==> config.mk <==
export PLATFORM = sky130hd
export DESIGN_NAME = alu_arbiter
export DESIGN_NICKNAME = d
export VERILOG_FILES = /design/src/rtl/alu_arbiter.sv
export SDC_FILE = /design/constraint.sdc
export NUM_CORES = 1
export LEC_CHECK = 0
export ABC_AREA = 1
export CORE_AREA = 4 4 164 166
export DETAILED_ROUTE_END_ITERATION = 7
export DIE_AREA = 0 0 168 170
export PLACE_DENSITY = 0.69
export SLEW_MARGIN = 10
export SYNTH_ARGS = -nofsm -noshare
export SYNTH_HDL_FRONTEND = slang
export SYNTH_SLANG_ARGS = --single-unit
==> constraint.sdc <==
create_clock -name clk -period 2.25 [get_ports clk]
set_input_delay 0.5625 -clock clk [delete_from_list [all_inputs] [get_ports clk]]
set_output_delay 0.5625 -clock clk [all_outputs]
set_load 0.02 [all_outputs]
==> src/rtl/alu_arbiter.sv <==
// Two-port round-robin front end for one shared combinational ALU.
// Operands are registered into the ALU, results are registered into a
// response that is held until the granted requester takes it.
module alu_arbiter #(
    parameter int WIDTH  = 32,
    parameter int CODE_W = 4,
    parameter int CNT_W  = 16
) (
    input  logic              clk,
    input  logic              rst,
    input  logic [1:0]        req_valid,
    output logic [1:0]        req_ready,
    input  logic [WIDTH-1:0]  req0_a,
    input  logic [WIDTH-1:0]  req0_b,
    input  logic [CODE_W-1:0] req0_code,
    input  logic [WIDTH-1:0]  req1_a,
    input  logic [WIDTH-1:0]  req1_b,
    input  logic [CODE_W-1:0] req1_code,
    output logic [WIDTH-1:0]  alu_inp1,
    output logic [WIDTH-1:0]  alu_inp2,
    output logic [CODE_W-1:0] alu_code,
    input  logic [WIDTH-1:0]  alu_outp,
    input  logic [WIDTH-1:0]  alu_mult_high,
    input  logic [WIDTH-1:0]  alu_mult_low,
    input  logic              alu_zflag,
    input  logic              alu_carryflag,
    input  logic              alu_ovfflag,
    input  logic              alu_signflag,
    output logic [1:0]        rsp_valid,
    input  logic [1:0]        rsp_ready,
    output logic [WIDTH-1:0]  rsp_outp,
    output logic [WIDTH-1:0]  rsp_mult_high,
    output logic [WIDTH-1:0]  rsp_mult_low,
    output logic [3:0]        rsp_flags,
    output logic              busy,
    output logic [CNT_W-1:0]  ops_done
);

    typedef enum logic [1:0] {IDLE, EXEC, RESP} state_t;

    state_t state;
    logic   grant_id;
    logic   last_grant;

    // Grant at most one requester while idle; a tie goes to whoever did not win last.
    always_comb begin
        req_ready = 2'b00;
        if (state == IDLE) begin
            case (req_valid)
                2'b01:   req_ready = 2'b01;
                2'b10:   req_ready = 2'b10;
                2'b11:   req_ready = last_grant ? 2'b01 : 2'b10;
                default: req_ready = 2'b00;
            endcase
        end
    end

    // Accept -> one ALU settle cycle -> hold response until the granted side consumes it.
    always_ff @(posedge clk) begin
        if (rst) begin
            state         <= IDLE;
            grant_id      <= 1'b0;
            last_grant    <= 1'b1;
            busy          <= 1'b0;
            rsp_valid     <= 2'b00;
            alu_inp1      <= '0;
            alu_inp2      <= '0;
            alu_code      <= '0;
            rsp_outp      <= '0;
            rsp_mult_high <= '0;
            rsp_mult_low  <= '0;
            rsp_flags     <= 4'b0000;
            ops_done      <= '0;
        end else begin
            case (state)
                IDLE: begin
                    if (req_valid[0] && req_ready[0]) begin
                        alu_inp1   <= req0_a;
                        alu_inp2   <= req0_b;
                        alu_code   <= req0_code;
                        grant_id   <= 1'b0;
                        last_grant <= 1'b0;
                        busy       <= 1'b1;
                        state      <= EXEC;
                    end else if (req_valid[1] && req_ready[1]) begin
                        alu_inp1   <= req1_a;
                        alu_inp2   <= req1_b;
                        alu_code   <= req1_code;
                        grant_id   <= 1'b1;
                        last_grant <= 1'b1;
                        busy       <= 1'b1;
                        state      <= EXEC;
                    end
                end
                EXEC: begin
                    rsp_outp      <= alu_outp;
                    rsp_mult_high <= alu_mult_high;
                    rsp_mult_low  <= alu_mult_low;
                    rsp_flags     <= {alu_zflag, alu_carryflag, alu_ovfflag, alu_signflag};
                    rsp_valid     <= grant_id ? 2'b10 : 2'b01;
                    state         <= RESP;
                end
                RESP: begin
                    if (rsp_ready[grant_id]) begin
                        rsp_valid <= 2'b00;
                        busy      <= 1'b0;
                        state     <= IDLE;
                        if (ops_done != {CNT_W{1'b1}})
                            ops_done <= ops_done + CNT_W'(1);
                    end
                end
                default: begin
                    rsp_valid <= 2'b00;
                    busy      <= 1'b0;
                    state     <= IDLE;
                end
            endcase
        end
    end

endmodule

==> Implementation_results.wiki <==
{| class="wikitable"
! Metric !! Value
|-
| Share of layout cells above drive strength 1 || 6.33%
|-
| Overflow left after global routing || 0
|-
| Max-cap violations || 0
|-
| Total length of routed wires || 29,200 µm
|-
| Via count || between 8,000 and 9,000
|-
| Via count of the first global-routing pass || 7,982
|-
| CTS clk-pin slew, worst paths || 80 ps
|-
| Endpoint type of the worst setup path || output port
|-
| Compound-Gate Fraction of Synth Area || 21.4%
|-
| Number of placement rows || 59
|-
| Maximum count of clock buffers along a single path || 2
|-
| Clock latency on the worst-skew pair || 430 ps
|-
| Classification of the worst-slack hold path || reg2reg
|-
| Full die area || 28,600 µm²
|-
| First-pass GRT wire length || 44,200 µm
|-
| Share of total power consumed by net switching || 32.1%
|-
| NetSw || 3.07 mW
|-
| Final critical delay including setup and external delays || 2170 ps
|-
| Share of synthesized area spent on multiplexers || 0%
|-
| Remaining number of nets flagged by the antenna check after routing || 0
|-
| Fin. Hold Viols || 0
|-
| Estimated wirelength of the detail-placed design || 21,200 µm
|-
| Vertical die dimension || around 170 µm
|-
| DRC violation count after routing || 0
|-
| Die W || approximately 170 µm
|-
| Vias per inst || 4.63
|-
| Post-Synth Adder-Cell Area || 0.160%
|-
| Largest net degree at the start of global routing || roughly 100
|-
| Number of top-level design ports || 431
|-
| Number of buffers inserted by port buffering || 430
|-
| Final layout net count || 1,731
|-
| Global routing usage summed across all routing layers || 19.2%
|-
| Starting density of the core || 30.6%
|-
| Placed instance area || 12,500 µm²
|-
| Average wire per standard cell || 15.9 µm
|-
| Number of buffers inserted for hold repair after clock tree synthesis || 0
|-
| Synth Net Count || approximately 1,300
|-
| Number of flip-flops and latches in the synthesized netlist || 191
|-
| Xor and xnor fraction of the mapped netlist area || 0.335%
|-
| Clock net sink count || around 190
|-
| Transition time of the tightest slew-check pin || 508 ps
|-
| Deepest level of the CTS H-tree || 4
|-
| Number of design-rule violations left by the first detailed-router iteration || 583
|-
| Detailed-routing iteration count for the pre-antenna-repair pass || 5
|-
| EDFF count, synth || 0
|-
| Num CTS Buffers || 17
|-
| Number of slew-limit violations in the final report || 0
|-
| Pwr/cell area || between 700 and 800 nW/µm²
|-
| Outcome || complete, no violations
|-
| Most frequent standard cell in the layout excluding fill and tap cells || clkdlybuf4s50_1
|-
| Count of mapped cells out of synthesis || 1,087
|-
| Max Clk Rate || 0.461 GHz
|-
| Post-route fraction of the period consumed by the critical path || 96.4%
|-
| Worst Path Required || 1690 ps
|-
| Slew margin rel. || roughly 66%
|-
| Multi-input gate area || 3340 µm²
|-
| Post-route cell area || 13,100 µm²
|-
| Final count of negative-setup-slack endpoints || 0
|-
| Cell internal power dissipation || 6.50 mW
|-
| Netlist area before placement || 7840 µm²
|-
| Arrival time at the worst endpoint || 1610 ps
|-
| Leakage || around 5.3 nW
|-
| Final setup skew || 15.0 ps
|-
| Class of the most critical setup path || reg2out
|-
| Portion of the post-synthesis area used by sequential elements || about half
|-
| Peak supply drop || slightly below 600 µV
|-
| Core Footprint || 25,600 µm²
|-
| Clock group share of total power || 32.2%
|-
| Area share of and/or/nand/nor cells after synthesis || 20.3%
|-
| Setup repair after global routing missed its margin || false
|-
| Most used cells in the layout excluding fill and tap cells || clkdlybuf4s50_1 (425), nor2_1 (228), dfxtp_1 (191), o21ai_0 (144), a21oi_1 (142)
|-
| Filler Cells Inserted || 2,392
|-
| Flip-flop cell with the highest count after synthesis || dfxtp_1
|-
| Final RePlAce weighted congestion || 0.866
|-
| Yosys warns || 0
|-
| Clock tree from TritonCTS || done
|-
| Main combinational cell family by area after synthesis || compound AO/OA/AOI/OAI gates
|-
| Number of antenna violations at the first check in global routing || 2
|-
| Yosys cell types || 29
|-
| Final total negative setup slack || 0 ps
|-
| Synthesized area divided by synthesized cell count || 7.21 µm²
|-
| Reg area || 3820 µm²
|-
| CP Max Fanout || 4
|-
| Kind of start point of the critical path || flop
|-
| Synthesis-to-layout area growth || 67.8%
|-
| Proportion of register bits with asynchronous set or reset after synthesis || 0%
|-
| Root buf cell || clkbuf_16
|-
| Combinational Power Share || 27.1%
|-
| Relative contribution of sequential cells to total power || 40.7%
|}
## final cells by class
type | instances | share of cell area [%]
Clock inverter | 14 | 1.28
Tap cell | 335 | 3.19
Inverter | 96 | 2.77
Sequential cell | 191 | 29.1
Timing Repair Buffer | 457 | 35.0
Antenna cell | 1 | 0.0190
Clock buffer | 18 | 3.26
Multi-Input combinational cell | 725 | 25.4
## logic make-up (layout without fill, tap and decap cells)
logic type | count (synthesis) | in the layout
and+or+nand+nor | 394 | 394
AOI/OAI and AO/OA | 327 | 327
DFF | 191 | 191
buffers and inverters | 171 | 585
xor gates and xnor gates | 3 | 3
adders and majority gates | 1 | 1
other | 0 | 1
## what timing repair did
| item | 4_1_cts | 5_1_grt |
|---|---|---|
| gates resized for setup | 9 | 0 |
| setup buffers | 1 | 0 |
| endpoints found under the setup margin | 2 | 0 |
## registers in the layout, summed over array words and instances, names as in the netlist
name           count
alu_inp1          32
alu_inp2          32
rsp_mult_high     32
rsp_mult_low      32
rsp_outp          32
ops_done          16
alu_code           4
rsp_flags          4
rsp_valid          2
state              2
busy               1
grant_id           1
last_grant         1
## metrics by stage
step	worst slack (ps)	hold slack [ps]	instances	power [mW]	utilization [%]
2_1_floorplan	328	470	1087	5.14	-
3_3_place_gp	-231	450	1803	6.54	48.9
3_5_place_dp	-243	454	1803	6.56	48.9
4_1_cts	45.9	466	1836	9.70	51.3
5_1_grt	7.76	479	1836	10.0	51.3
6_report	81.5	465	1837	9.57	51.3
## path summary, 6_finish.rpt
| path | from | endpoint | slack (ps) | depth (start not counted) |
|---|---|---|---|---|
| setup / recovery | state[1]$_SDFFE_PP0P_ | req_ready[1] | 80 | 6 |
| hold reg to reg | alu_inp1[12]$_SDFFE_PP0P_ | alu_inp1[12]$_SDFFE_PP0P_ | 460 | 2 |
| setup reg to reg | state[1]$_SDFFE_PP0P_ | alu_inp1[2]$_SDFFE_PP0P_ | 430 | 9 |
| hold / removal | alu_inp1[12]$_SDFFE_PP0P_ | alu_inp1[12]$_SDFFE_PP0P_ | 460 | 2 |
## power by group through the flow
stage               sequential, mW  clock [mW]  combinational, mW
floorplan                     4.35           0              0.787
global placement              3.96           0               2.58
detailed placement            3.97           0               2.59
CTS                           3.90        3.19               2.62
global route                  3.94        3.31               2.80
finish                        3.89        3.08               2.59
## cell usage after synthesis (3+ instances only)
cell | n | area (µm²)
a21oi_1 | 142 | 711
a21oi_2 | 10 | 87.6
buf_1 | 3 | 11.3
buf_2 | 12 | 60.1
buf_6 | 3 | 33.8
clkbuf_1 | 53 | 199
dfxtp_1 | 191 | 3820
inv_1 | 93 | 349
inv_2 | 3 | 11.3
nand2_1 | 124 | 465
nand2_2 | 7 | 43.8
nand3_1 | 18 | 90.1
nand4_1 | 5 | 31.3
nor2_1 | 230 | 863
nor2_2 | 3 | 18.8
o21ai_0 | 144 | 721
o21ai_1 | 29 | 145
## critical path, stage by stage (launching register included)
cell	delay [ps]
dfxtp_1	380
nor2_4	220
inv_2	90
nor2_4	150
inv_4	60
nor2_4	140
buf_6	130
## layer usage
| layer | up-vias | part of all wire (%) | global-route usage [%] |
|---|---|---|---|
| met5 | - | 0.068 | 0 |
| met4 | 4 | 1.5 | 4.69 |
| met3 | 28 | 9.0 | 6.85 |
| met2 | 326 | 49 | 33.2 |
| met1 | 3839 | 40 | 22.8 |
| li1 | 4302 | - | - |
Power figures use the tool's default switching activity.
